<file path="src/rtl/fifo_uart_tx.sv">
// fifo_uart_tx: pops bytes from the upstream byte FIFO one at a time and
// sends each one as an asynchronous serial frame: start bit, eight data bits
// LSB first, then one or two stop bits. The line idles high.
module fifo_uart_tx #(
   parameter int CLKS_PER_BIT = 16,
   parameter int STOP_BITS    = 1
) (
   input  logic        clock,
   input  logic        reset_n,
   input  logic        fifo_empty,
   input  logic [7:0]  fifo_data,
   output logic        fifo_read,
   output logic        tx,
   output logic        busy,
   output logic [15:0] frame_count
);

   // The baud counter is shared by every timed state. The stop interval is
   // the longest of them, so it sets the counter width.
   localparam int STOP_CLKS = STOP_BITS * CLKS_PER_BIT;
   localparam int CNT_W     = $clog2(STOP_CLKS);
   localparam logic [CNT_W-1:0] BIT_LAST  = CNT_W'(CLKS_PER_BIT - 1);
   localparam logic [CNT_W-1:0] STOP_LAST = CNT_W'(STOP_CLKS - 1);

   typedef enum logic [2:0] {
      IDLE,
      REQ,
      WAIT,
      START,
      DATA,
      STOP
   } stateType;

   stateType         state;
   stateType         stateNext;
   logic [7:0]       shiftReg;
   logic [7:0]       shiftNext;
   logic [2:0]       bitCount;
   logic [2:0]       bitNext;
   logic [CNT_W-1:0] baudCount;
   logic [CNT_W-1:0] baudNext;
   logic [15:0]      frameNext;
   logic             txNext;

   // Both strobes are decoded from the registered state only, so no input
   // can reach them combinationally. REQ lasts exactly one cycle, which keeps
   // at most one FIFO read in flight.
   assign fifo_read = (state == REQ);
   assign busy      = (state != IDLE);

   // Next-state logic. The FIFO returns its data one cycle after the read
   // strobe, so the byte is captured only on the WAIT edge; the zeros the
   // FIFO drives in every other cycle never reach the shift register.
   // The tx line is computed from the upcoming state, so the tx register
   // changes on the same edge the state does.
   always_comb begin
      stateNext = state;
      shiftNext = shiftReg;
      bitNext   = bitCount;
      baudNext  = baudCount;
      frameNext = frame_count;
      txNext    = 1'b1;

      case (state)
         IDLE: begin
            if (!fifo_empty) begin
               stateNext = REQ;
            end
         end
         REQ: begin
            stateNext = WAIT;
         end
         WAIT: begin
            shiftNext = fifo_data;
            baudNext  = '0;
            stateNext = START;
         end
         START: begin
            if (baudCount == BIT_LAST) begin
               baudNext  = '0;
               bitNext   = 3'd0;
               stateNext = DATA;
            end else begin
               baudNext = baudCount + CNT_W'(1);
            end
         end
         DATA: begin
            if (baudCount == BIT_LAST) begin
               baudNext  = '0;
               shiftNext = {1'b0, shiftReg[7:1]};
               if (bitCount == 3'd7) begin
                  stateNext = STOP;
               end else begin
                  bitNext = bitCount + 3'd1;
               end
            end else begin
               baudNext = baudCount + CNT_W'(1);
            end
         end
         STOP: begin
            if (baudCount == STOP_LAST) begin
               baudNext  = '0;
               frameNext = frame_count + 16'd1;
               stateNext = IDLE;
            end else begin
               baudNext = baudCount + CNT_W'(1);
            end
         end
         default: begin
            stateNext = IDLE;
         end
      endcase

      case (stateNext)
         START:   txNext = 1'b0;
         DATA:    txNext = shiftNext[0];
         default: txNext = 1'b1;
      endcase
   end

   // State and datapath registers. Reset drops any frame in progress at
   // once, including a byte already popped, and returns the line high.
   always_ff @(posedge clock or negedge reset_n) begin
      if (!reset_n) begin
         state       <= IDLE;
         shiftReg    <= 8'h00;
         bitCount    <= 3'd0;
         baudCount   <= '0;
         frame_count <= 16'h0000;
         tx          <= 1'b1;
      end else begin
         state       <= stateNext;
         shiftReg    <= shiftNext;
         bitCount    <= bitNext;
         baudCount   <= baudNext;
         frame_count <= frameNext;
         tx          <= txNext;
      end
   end

endmodule

</file>
<file path="config.mk">
export PLATFORM = sky130hd
export DESIGN_NAME = fifo_uart_tx
export DESIGN_NICKNAME = d
export VERILOG_FILES = /design/src/rtl/fifo_uart_tx.sv
export SDC_FILE = /design/constraint.sdc
export NUM_CORES = 1
export LEC_CHECK = 0
export ABC_AREA = 1
export CORE_MARGIN = 3
export CORE_UTILIZATION = 30
export DETAILED_ROUTE_END_ITERATION = 6
export HOLD_SLACK_MARGIN = 0.02
export PLACE_DENSITY_LB_ADDON = 0.25
export SLEW_MARGIN = 20
export SYNTH_ARGS = -nofsm -noshare
export SYNTH_HDL_FRONTEND = slang
export SYNTH_SLANG_ARGS = --single-unit
</file>
<file path="constraint.sdc">
create_clock -name clock -period 1.7 [get_ports clock]
set_input_delay 0.34 -clock clock [delete_from_list [all_inputs] [get_ports clock]]
set_output_delay 0.34 -clock clock [all_outputs]
set_load 0.05 [all_outputs]
</file>
# Word level (Yosys, flattened, before mapping)
# Cells that the tools add are included.
# word_totals
regBits	35
latch_bits	0
ram_bits	0
mem_bits_ro	0
in_bits	11
elab_cells	46
memories	0
# classes
add_sub_neg	3
multipliers	0
n_div	0
order_cmp	0
n_eq_ne	12
shifts	0
mux	15
bitwise_logic	0
n_reduce_logical	9
# op_table
op	count
$mux 3	8
$pmux 3 s6	1
$add 16x1->16 const B	1
$pmux 8 s2	1
$eq 3x3->1 const B	4
$eq 3x2->1 const B	3
$mux 8	1
$pmux 4 s2	1
$ne 2x2->1 const B	3
$pmux 3 s2	1
$reduce_bool 2->1	3
$add 4x1->4 const B	1
$eq 4x4->1 const B	1
$mux 4	1
$reduce_and 2->1	2
$reduce_and 4->1	1
$add 3x1->3 const B	1
$eq 3x1->1 const B	1
$logic_not 3->1	1
$reduce_bool 3->1	1
$reduce_or 3->1	1
$pmux 1 s2	1

# Longest topological paths before layout
# logic_depth
word_depth	6
ltp_mapped	10

# Worst setup path before layout
# Ideal clock, no wire load.
# synth_path
path_type	register to register
from	register frame_count[0]
to	register frame_count[12]
setup_ps	123
t_arrival_ps	1531
required_time_ps	1577
slack_ps	46
stages_incl_launch_ff	9
path_buffers	0
synth_period_minus_slack_ps	1654
cell_sequence	dfrtp_1 -> ha_1 -> inv_1 -> nor2_1 -> nand3_1 -> nand2_1 -> inv_1 -> o21ai_0 -> nand2_1
# synth_via
elab_chain_len	1
# synth_rtl
element	line	rtl
start: declaration	15	output logic [15:0] frame_count
start signal: assignment	136	frame_count <= frameNext;
$add 16x1->16	103	frameNext = frame_count + 16'd1;
# Every way passes these cells.
# A chain may end at the register's enable or synchronous reset.

# Worst setup path in the final report
# layout_path
from	register state[0]
to	output fifo_read
# layout_via
elab_chain_len	1
# layout_rtl
element	line	rtl
start: declaration	34	stateType state;
start signal: assignment	132	state <= stateNext;
$eq 3x1->1	48	assign fifo_read = (state == REQ);
end: declaration	12	output logic fifo_read,
# Every way passes these cells.

==> flow_metrics.tcl <==
set metrics [dict create \
    ir_worst_vdd_uv 381.7 \
    pwr_density_cell_nw_per_um2 687.5 \
    total_power_uw 1697 \
    htree_levels 2 \
    fin_ws_ns 0.1088 \
    syn-num-nets 250 \
    cts_buffers 5 \
    place_congestion 0.8118 \
    io_pins 30 \
    numPortBuffers 29 \
    vias_per_cell 4.610 \
    finalNetCount 291 \
    cp.arrival_ns 1.25 \
    critPathMaxFanout 8 \
    synthToLayoutAreaGrowth_pct 33.22 \
    first_global_vias 1549 \
    hp-class "in2async" \
    grt_max_degree 36 \
    final_cells 349 \
    syn-cell-area_um2 1853 \
    tritoncts "built" \
    slew_headroom_pct 69.37 \
    max-cap-violations 0 \
    drive_above_1_share_pct 15.88 \
    yosysWarnings 0 \
    dr.pass1.iters 4 \
    dpl.cell_count 340 \
    drc 0 \
    syn_inst 235 \
    yosysSeqAreaShare_pct 47.33 \
    crit_required_ns 1.36 \
    start_util_pct 32.27 \
    min_period_over_period_pct 93.60 \
    hold_viol 0 \
    die_w_um 84.59 \
    whs_ns 0.4247 \
    critPathLaunchType "flip-flop" \
    n_antenna_cell 0 \
    path_clk_slew_ns 0.07 \
    ctsHoldBuffers 0 \
    via_count 1609 \
    fp.dieH_um 84.59 \
    maxSlewViolCount 0 \
    drt_iter0_drc 68 \
    numClockSinks 35 \
    cp-end-kind "output port" \
    num_rows 27 \
    dieArea_um2 7155 \
    grt_pass1_wl_um 6927 \
    setup_viol 0 \
    antenna_left 0 \
    dpl_worst_slack_ns 0.1713 \
    avgSynthCellArea_um2 7.885 \
    dpl.hpwl_um 3073 \
    fin_worst_skew_ns 0.007025 \
    synth-seq-cells 35 \
    clk_path_buf_depth 2 \
    layout_commonest_cell "nand2_1" \
    outcome "complete, no violations" \
    grt_usage_pct 12.10 \
    core_um2 5743 \
    root_buffer "clkbuf_8" \
    p_leak_uw 0.001235 \
    fmax_mhz 628.5 \
    timing_worst_setup_path_type "reg2out" \
    clk_latency_ns 0.29 \
    final_cell_mix "nand2_1, dfrtp_1, nor2_1" \
    post_drt_wl_per_cell_um 11.75 \
    grt_overflow_total 0 \
    antenna_found_initial 0 \
    fin_crit_ns 1.591 \
    wl_um 4101 \
    tightest_slew_ns 0.4578 \
    yosysUniqueCellTypes 28 \
]
## logic make-up after synthesis
group,synth area share (%)
simple gates,32.75
flops,47.33
buf+inv,5.536
compound gates,6.482
xor+xnor,5.199
fa+ha+maj,2.701
## critical path: stages (launching register included)
cell     delay, ns
dfrtp_1       0.39
inv_2         0.09
nor2_1        0.09
inv_1         0.05
nor2_1        0.17
buf_12        0.17
## power by group
part	leakage [uW]	switching [uW]	total [uW]	internal (uW)
Sequential	0.000441	5.35	848	843
Combinational	0.000732	29.9	64.5	34.6
Clock	0.0000612	310	785	475
Total	0.00123	345	1700	1350
## repair_timing
action / in CTS / in global routing
gates resized for setup: 0 / 0
setup endpoints to repair: 0 / 1
setup buffers: 0 / 1
## sequential cells by signal, indices dropped and copies added (netlist names)
signal and cells:
state 3, frame_count 16, tx 1, baudCount 4, shiftReg 8, bitCount 3
## metal layers
layer / track usage (%) / vias up / share of wire, %
met2: 17.94 / 33 / 44
met4: 7.626 / 0 / 2.1
met5: 0 / - / 0
met3: 2.552 / 8 / 4.0
met1: 15.96 / 736 / 50
li1: - / 832 / -
## path summary, 6_finish.rpt
check | from | to | slack [ns] | cells past startpoint
max in group asynchronous | reset_n | tx | 1.02 | 2
max reg2reg | baudCount[1] | shiftReg[7] | 0.15 | 5
max | state[0] | fifo_read | 0.11 | 5
min reg2reg | shiftReg[4] | shiftReg[4] | 0.48 | 2
min in group clock | shiftReg[4] | shiftReg[4] | 0.48 | 2
min | reset_n | shiftReg[6] | 0.42 | 2
## synthesized netlist by cell type
cell | count | share of area, %
nand3b_2 | 1 | 0.61
o21ai_1 | 3 | 0.81
o21bai_1 | 1 | 0.41
xor2_1 | 4 | 1.9
a22o_1 | 2 | 0.95
buf_2 | 1 | 0.27
nand3_1 | 17 | 4.6
nand3b_1 | 1 | 0.41
nand2_1 | 83 | 17
ha_1 | 4 | 2.7
nor3_1 | 2 | 0.54
dfstp_2 | 1 | 1.4
a21boi_1 | 1 | 0.41
buf_4 | 2 | 0.81
a22oi_1 | 6 | 2.4
o21ai_0 | 4 | 1.1
nor2_4 | 1 | 0.61
nand3_2 | 1 | 0.54
xnor2_1 | 7 | 3.3
dfrtp_1 | 34 | 46
nor2_2 | 1 | 0.34
nand4_1 | 7 | 2.4
o21a_1 | 1 | 0.41
or2_2 | 1 | 0.34
nor2_1 | 26 | 5.3
inv_1 | 20 | 4.1
nand2_2 | 1 | 0.34
inv_2 | 2 | 0.41
## through the flow
step                utilization (%)  area (um^2)   TNS (ns)
finish                        42.98         2469          0
global route                  42.98         2469  -0.003536
CTS                           42.85         2461          0
detailed placement            40.81         2344          0
global placement              40.81         2344          0
floorplan                         -         1853          0
## area by class of cell
| cell class | instances | area, um^2 |
|---|---|---|
| clock buffer | 6 | 82.58 |
| clock inverter | 2 | 35.03 |
| fill | 602 | 3274 |
| inverter | 22 | 82.58 |
| multi-input combinational | 175 | 873.3 |
| sequential | 35 | 877.1 |
| tap | 72 | 90.09 |
| timing repair buffer | 37 | 427.9 |
Note: power is estimated with default switching activity, not from simulation.
